[src/rtl/cfs_apb_pkg.sv]
// Shared types and limits for the cfs APB initiator and its interface.
package cfs_apb_pkg;

    localparam int unsigned CFS_APB_MAX_ADDR_WIDTH = 32;
    localparam int unsigned CFS_APB_MAX_DATA_WIDTH = 32;

    typedef enum logic [1:0] {
        IDLE   = 2'd0,
        SETUP  = 2'd1,
        ACCESS = 2'd2,
        RESP   = 2'd3
    } cfs_apb_state_t;

    typedef enum logic {
        CFS_APB_READ  = 1'b0,
        CFS_APB_WRITE = 1'b1
    } cfs_apb_dir_t;

endpackage

[src/rtl/cfs_apb_if.sv]
// APB signal bundle shared by the initiator and any APB completer.
interface cfs_apb_if #(
    parameter int unsigned ADDR_WIDTH = 16,
    parameter int unsigned DATA_WIDTH = 32
);

    logic [ADDR_WIDTH-1:0] paddr;
    logic                  pwrite;
    logic                  psel;
    logic                  penable;
    logic [DATA_WIDTH-1:0] pwdata;
    logic                  pready;
    logic [DATA_WIDTH-1:0] prdata;
    logic                  pslverr;

    modport master (
        output paddr, pwrite, psel, penable, pwdata,
        input  pready, prdata, pslverr
    );

    modport slave (
        input  paddr, pwrite, psel, penable, pwdata,
        output pready, prdata, pslverr
    );

endinterface

[src/rtl/cfs_apb_master.sv]
// APB initiator: one outstanding valid/ready request becomes an APB setup/access transfer,
// with wait states, slave errors and an optional access timeout reported on a response channel.
module cfs_apb_master
    import cfs_apb_pkg::*;
#(
    parameter int unsigned ADDR_WIDTH     = 16,
    parameter int unsigned DATA_WIDTH     = 32,
    parameter int unsigned TIMEOUT_CYCLES = 16
) (
    input  logic                  pclk,
    input  logic                  preset_n,

    input  logic                  req_valid,
    output logic                  req_ready,
    input  logic                  req_write,
    input  logic [ADDR_WIDTH-1:0] req_addr,
    input  logic [DATA_WIDTH-1:0] req_wdata,

    output logic                  rsp_valid,
    input  logic                  rsp_ready,
    output logic [DATA_WIDTH-1:0] rsp_rdata,
    output logic                  rsp_err,
    output logic                  rsp_timeout,

    cfs_apb_if.master             apb
);

    localparam int unsigned CNT_W = (TIMEOUT_CYCLES == 0) ? 1 : $clog2(TIMEOUT_CYCLES + 1);
    localparam logic [CNT_W-1:0] CNT_MAX = {CNT_W{1'b1}};
    localparam logic [CNT_W-1:0] CNT_LAST =
        CNT_W'((TIMEOUT_CYCLES == 0) ? 0 : TIMEOUT_CYCLES - 1);

    cfs_apb_state_t        r_state;
    logic [ADDR_WIDTH-1:0] r_paddr;
    cfs_apb_dir_t          r_dir;
    logic [DATA_WIDTH-1:0] r_pwdata;
    logic                  r_psel;
    logic                  r_penable;
    logic [CNT_W-1:0]      r_wait_cnt;
    logic                  r_rsp_valid;
    logic [DATA_WIDTH-1:0] r_rsp_rdata;
    logic                  r_rsp_err;
    logic                  r_rsp_timeout;

    logic                  w_timeout_hit;

    // The counter holds the number of earlier stalled ACCESS cycles, so the threshold
    // is reached on the TIMEOUT_CYCLES-th stalled cycle itself.
    assign w_timeout_hit = (TIMEOUT_CYCLES != 0) && (r_wait_cnt == CNT_LAST);

    always_ff @(posedge pclk) begin
        if (!preset_n) begin
            r_state       <= IDLE;
            r_paddr       <= '0;
            r_dir         <= CFS_APB_READ;
            r_pwdata      <= '0;
            r_psel        <= 1'b0;
            r_penable     <= 1'b0;
            r_wait_cnt    <= '0;
            r_rsp_valid   <= 1'b0;
            r_rsp_rdata   <= '0;
            r_rsp_err     <= 1'b0;
            r_rsp_timeout <= 1'b0;
        end else begin
            case (r_state)
                IDLE: begin
                    if (req_valid) begin
                        r_paddr  <= req_addr;
                        r_dir    <= cfs_apb_dir_t'(req_write);
                        r_pwdata <= req_write ? req_wdata : '0;
                        r_psel   <= 1'b1;
                        r_state  <= SETUP;
                    end
                end
                SETUP: begin
                    r_penable  <= 1'b1;
                    r_wait_cnt <= '0;
                    r_state    <= ACCESS;
                end
                ACCESS: begin
                    // pready takes priority over a timeout reached in the same cycle.
                    if (apb.pready) begin
                        r_psel        <= 1'b0;
                        r_penable     <= 1'b0;
                        r_rsp_valid   <= 1'b1;
                        r_rsp_err     <= apb.pslverr;
                        r_rsp_timeout <= 1'b0;
                        r_rsp_rdata   <= (r_dir == CFS_APB_READ) ? apb.prdata : '0;
                        r_state       <= RESP;
                    end else if (w_timeout_hit) begin
                        r_psel        <= 1'b0;
                        r_penable     <= 1'b0;
                        r_rsp_valid   <= 1'b1;
                        r_rsp_err     <= 1'b1;
                        r_rsp_timeout <= 1'b1;
                        r_rsp_rdata   <= '0;
                        r_state       <= RESP;
                    end else if (r_wait_cnt != CNT_MAX) begin
                        r_wait_cnt <= r_wait_cnt + CNT_W'(1);
                    end
                end
                RESP: begin
                    if (rsp_ready) begin
                        r_rsp_valid <= 1'b0;
                        r_state     <= IDLE;
                    end
                end
                default: r_state <= IDLE;
            endcase
        end
    end

    assign req_ready   = preset_n && (r_state == IDLE);

    assign rsp_valid   = r_rsp_valid;
    assign rsp_rdata   = r_rsp_rdata;
    assign rsp_err     = r_rsp_err;
    assign rsp_timeout = r_rsp_timeout;

    assign apb.paddr   = r_paddr;
    assign apb.pwrite  = (r_dir == CFS_APB_WRITE);
    assign apb.psel    = r_psel;
    assign apb.penable = r_penable;
    assign apb.pwdata  = r_pwdata;

endmodule

[src/flat_wrapper.sv]
// flat-port wrapper written by rule: the top's interface ports become plain ports
module cfs_apb_master_flat import cfs_apb_pkg::*;
#(
    parameter int unsigned ADDR_WIDTH     = 16,
    parameter int unsigned DATA_WIDTH     = 32,
    parameter int unsigned TIMEOUT_CYCLES = 16
)
  (pclk, preset_n, req_valid, req_ready, req_write, req_addr, req_wdata, rsp_valid, rsp_ready, rsp_rdata, rsp_err, rsp_timeout, apb_paddr, apb_pwrite, apb_psel, apb_penable, apb_pwdata, apb_pready, apb_prdata, apb_pslverr);
  cfs_apb_if #(.ADDR_WIDTH(ADDR_WIDTH), .DATA_WIDTH(DATA_WIDTH)) apb_i ();
  input  logic pclk;
  input  logic preset_n;
  input  logic req_valid;
  output logic req_ready;
  input  logic req_write;
  input  logic [ADDR_WIDTH-1:0] req_addr;
  input  logic [DATA_WIDTH-1:0] req_wdata;
  output logic rsp_valid;
  input  logic rsp_ready;
  output logic [DATA_WIDTH-1:0] rsp_rdata;
  output logic rsp_err;
  output logic rsp_timeout;
  output wire logic [$bits(apb_i.paddr)-1:0] apb_paddr;
  output wire logic [$bits(apb_i.pwrite)-1:0] apb_pwrite;
  output wire logic [$bits(apb_i.psel)-1:0] apb_psel;
  output wire logic [$bits(apb_i.penable)-1:0] apb_penable;
  output wire logic [$bits(apb_i.pwdata)-1:0] apb_pwdata;
  input wire logic [$bits(apb_i.pready)-1:0] apb_pready;
  input wire logic [$bits(apb_i.prdata)-1:0] apb_prdata;
  input wire logic [$bits(apb_i.pslverr)-1:0] apb_pslverr;
  assign apb_paddr = apb_i.paddr;
  assign apb_pwrite = apb_i.pwrite;
  assign apb_psel = apb_i.psel;
  assign apb_penable = apb_i.penable;
  assign apb_pwdata = apb_i.pwdata;
  assign apb_i.pready = apb_pready;
  assign apb_i.prdata = apb_prdata;
  assign apb_i.pslverr = apb_pslverr;
  cfs_apb_master #(.ADDR_WIDTH(ADDR_WIDTH), .DATA_WIDTH(DATA_WIDTH), .TIMEOUT_CYCLES(TIMEOUT_CYCLES)) u_core (.pclk(pclk), .preset_n(preset_n), .req_valid(req_valid), .req_ready(req_ready), .req_write(req_write), .req_addr(req_addr), .req_wdata(req_wdata), .rsp_valid(rsp_valid), .rsp_ready(rsp_ready), .rsp_rdata(rsp_rdata), .rsp_err(rsp_err), .rsp_timeout(rsp_timeout), .apb(apb_i));
endmodule
[config.mk]
export PLATFORM = sky130hd
export DESIGN_NAME = cfs_apb_master_flat
export DESIGN_NICKNAME = d
export VERILOG_FILES = /design/src/rtl/cfs_apb_pkg.sv /design/src/rtl/cfs_apb_if.sv /design/src/rtl/cfs_apb_master.sv /design/src/flat_wrapper.sv
export SDC_FILE = /design/constraint.sdc
export NUM_CORES = 1
export LEC_CHECK = 0
export BUFFER_PORTS_ARGS = -buffer_cell sky130_fd_sc_hd__buf_4
export CAP_MARGIN = 20
export CORE_UTILIZATION = 40
export DETAILED_ROUTE_END_ITERATION = 12
export GPL_TIMING_DRIVEN = 0
export PLACE_DENSITY = 0.73
export SLEW_MARGIN = 20
export SYNTH_ARGS = -nofsm -noshare
export SYNTH_HDL_FRONTEND = slang
export SYNTH_SLANG_ARGS = --single-unit
[constraint.sdc]
create_clock -name pclk -period 2.1 [get_ports pclk]
set_clock_uncertainty 0.15 [all_clocks]
set_input_delay 0.21 -clock pclk [delete_from_list [all_inputs] [get_ports pclk]]
set_output_delay 0.21 -clock pclk [all_outputs]
set_load 0.03 [all_outputs]
==> results.sh <==
export IMPL_fin_util_pct=68.1
export IMPL_ys_seq_area_share_pct=49.5
export IMPL_start_util_pct=40.9
export IMPL_yosys_area_top_type="dfxtp_1"
export IMPL_grt_pass1_wl_um=19900
export IMPL_cp_max_fo=8
export IMPL_maxCapViolCount=0
export IMPL_status="finished with violations"
export IMPL_hold_violations=0
export IMPL_overflow=0
export IMPL_wl_um=12500
export IMPL_htreeDepth=3
export IMPL_hp_class="input pin to flip-flop"
export IMPL_path_class="flip-flop to flip-flop"
export IMPL_async_flop_share_pct=0
export IMPL_worst_slew_pin_slew_ns=0.481
export IMPL_cts_made_buffers=9
export IMPL_setup_violations=1
export IMPL_drc=0
export IMPL_yosys_register_bits=93
export IMPL_drv_slew=0
export IMPL_layout_cells_non_filler=819
export IMPL_fp_coreArea_sq_um=9200
export IMPL_setup_tns_final_ns=-0.0297
export IMPL_ys_top_cells_by_area="dfxtp_1, a21boi_0, nand2_1"
export IMPL_critPathArrivalTime_ns=2.26
export IMPL_hold_path_depth=3
export IMPL_cts_tree="yes"
export IMPL_die_h_um=99
export IMPL_syn_inst=443
export IMPL_port_buffers=170
export IMPL_ir_worst_vdd_v=0.000470
export IMPL_grt_max_degree=16
export IMPL_area_delta_synth_final_pct=66.5
export IMPL_clockBufferDepth=2
export IMPL_hp_start="req_wdata[31]"
export IMPL_drive_gt1_share_pct=29.9
export IMPL_r2r_start="u_core.r_wait_cnt[1]"
export IMPL_antenna_found_initial=0
export IMPL_synth_top_area_share_pct=49.5
export IMPL_min_period_ns=2.13
export IMPL_yosysUniqueCellTypes=30
export IMPL_timing_slew_headroom_pct=67.9
export IMPL_fmax_mhz=470
export IMPL_dp_cells=724
export IMPL_antenna_left=0
export IMPL_gp_congestion=0.773
export IMPL_violations="setup timing"
export IMPL_final_nets=801
export IMPL_dp_hpwl_um=8050
export IMPL_num_vias=4137
export IMPL_io_pin_count=174
export IMPL_netlist_area_sq_um=3760
export IMPL_synth_warnings=0
export IMPL_num_rows=35
export IMPL_antennaDiodeCount=0
export IMPL_synth_nets=539
export IMPL_r2r_cells=6
export IMPL_rsz0062_at_grt="yes"
export IMPL_whs_ns=0.0177
export IMPL_cellLeakagePower_nw=2.62
export IMPL_dieArea_sq_um=9800
export IMPL_post_drt_wl_per_cell_um=15.2
export IMPL_fp_dieW_um=99
export IMPL_routed_via_density=5.05
export IMPL_path_clk_slew_ns=0.08
export IMPL_clk_latency_ns=0.35
export IMPL_cp_startpoint="u_core.r_wait_cnt[1]"
export IMPL_start_kind="flip-flop"
export IMPL_yosys_most_used_dff="dfxtp_1"
export IMPL_synth_edff_count=0
export IMPL_setup_ws_ns=-0.0297
export IMPL_powerDensity_nw_per_um2=841
export IMPL_crit_required_ns=2.23
export IMPL_grt_usage_pct=25.4
export IMPL_worst_setup_path_end_kind="flip-flop"
export IMPL_firstDrtPassIters=4
export IMPL_syn_area_per_cell_sq_um=8.50
export IMPL_grt_pass1_vias=4135
export IMPL_cts_sinks=93
export IMPL_period_share_pct=101
export IMPL_power_mw=5.27
export IMPL_clockRootBuffer="clkbuf_8"
export IMPL_drtIter0Drc=144
## per-stage QoR
| stage | cell area [sq um] | worst slack, ns |
|---|---|---|
| final | 6270 | -0.0297 |
| after global routing | 6270 | -0.0886 |
| after CTS | 6230 | -0.0771 |
| after detailed placement | 5200 | -0.118 |
| after global placement | 5200 | -0.0499 |
| after floorplan | 3780 | 0.0158 |
## cell families (layout without fill, tap and decap cells)
family                   after synthesis  count (layout)  share of synthesized area, %
AND/OR/NAND/NOR                      197             197                          23.2
AO/OA/AOI/OAI                         99              99                          19.2
flip-flops                            93              93                          49.5
buffers and inverters                 43             308                          4.52
adder cells (fa/ha/maj)                9               9                          2.99
multiplexers                           2               2                         0.532
## registers in the layout (all words and copies together) (netlist names)
name / count
u_core.apb.paddr: 16
u_core.apb.penable: 1
u_core.apb.psel: 1
u_core.apb.pwdata: 32
u_core.apb.pwrite: 1
u_core.r_state: 2
u_core.r_wait_cnt: 5
u_core.rsp_err: 1
u_core.rsp_rdata: 32
u_core.rsp_timeout: 1
u_core.rsp_valid: 1
## layout by cell type (no fill, tap or decap), types with 2 or more instances in the layout
| cell type | synthesis | layout |
|---|---|---|
| a21boi_0 | 66 | 64 |
| a21boi_1 | 16 | 18 |
| a21oi_1 | 4 | 3 |
| and2_1 | 2 | 2 |
| and3_1 | 3 | 2 |
| buf_2 | 1 | 3 |
| buf_4 | 0 | 172 |
| clkbuf_1 | 35 | 22 |
| clkbuf_2 | 0 | 7 |
| clkbuf_4 | 0 | 3 |
| clkbuf_8 | 0 | 9 |
| clkinvlp_4 | 0 | 3 |
| dfxtp_1 | 93 | 91 |
| dfxtp_2 | 0 | 2 |
| dlygate4sd3_1 | 0 | 80 |
| ha_1 | 9 | 6 |
| ha_4 | 0 | 3 |
| inv_1 | 5 | 5 |
| mux2i_1 | 2 | 2 |
| nand2_1 | 107 | 107 |
| nand3_1 | 66 | 66 |
| nor2_1 | 6 | 6 |
| nor2b_1 | 5 | 5 |
| o21a_1 | 4 | 3 |
| o21ai_0 | 5 | 4 |
## cell type report
type	instances	area, sq um
Buffer	37	170
Clock buffer	9	124
Clock inverter	5	61.3
Fill cell	728	2930
Inverter	5	18.8
Multi-Input combinational cell	307	1800
Sequential cell	93	1860
Tap cell	111	139
Timing Repair Buffer	252	2090
## synth_stat cells, types with 2 or more instances
cell type  number
a21boi_0       66
nor2_1          6
or3_1           2
dfxtp_1        93
and2_1          2
nand2_1       107
inv_1           5
ha_1            9
clkbuf_1       35
o21ai_0         5
and3_1          3
nand3_1        66
a21boi_1       16
mux2i_1         2
o21a_1          4
nor2b_1         5
a21oi_1         4
## path summary, 6_finish.rpt
path	endpoint	slack [ns]
worst max-delay path	u_core.r_wait_cnt[2]	-0.03
worst min register to register	u_core.apb.pwdata[7]	0.30
worst max register to register	u_core.r_wait_cnt[2]	-0.03
worst min-delay path	u_core.apb.pwdata[31]	0.02
## power breakdown
| part | internal, mW | leakage (nW) | switching (mW) |
|---|---|---|---|
| combinational | 0.784 | 1.78 | 1.20 |
| sequential | 1.97 | 0.756 | 0.126 |
| clock | 0.542 | 0.0838 | 0.642 |
## per-layer routing
layer,wire length (um),GRT usage (%),up-vias
li1,-,-,2011
met1,5160,30.2,1928
met2,6240,43.8,161
met3,693,5.46,37
met4,364,11.9,0
met5,0,0,-
## worst max-delay path, stage by stage, from the launching register on
cell     delay [ns]
dfxtp_2        0.35
ha_4           0.16
and3_4         0.20
ha_4           0.16
or4b_4         0.56
or3_4          0.36
a21oi_2        0.12
## timing repair
item                                    CTS  global route
setup buffers                             2             0
hold endpoints to repair                 80             0
endpoints found under the setup margin   44            68
gates resized for setup                  11            30
hold buffers                             80             0
pin swaps                                 1             1
cloned                                    0             0
(Power assumes the default switching activity.)
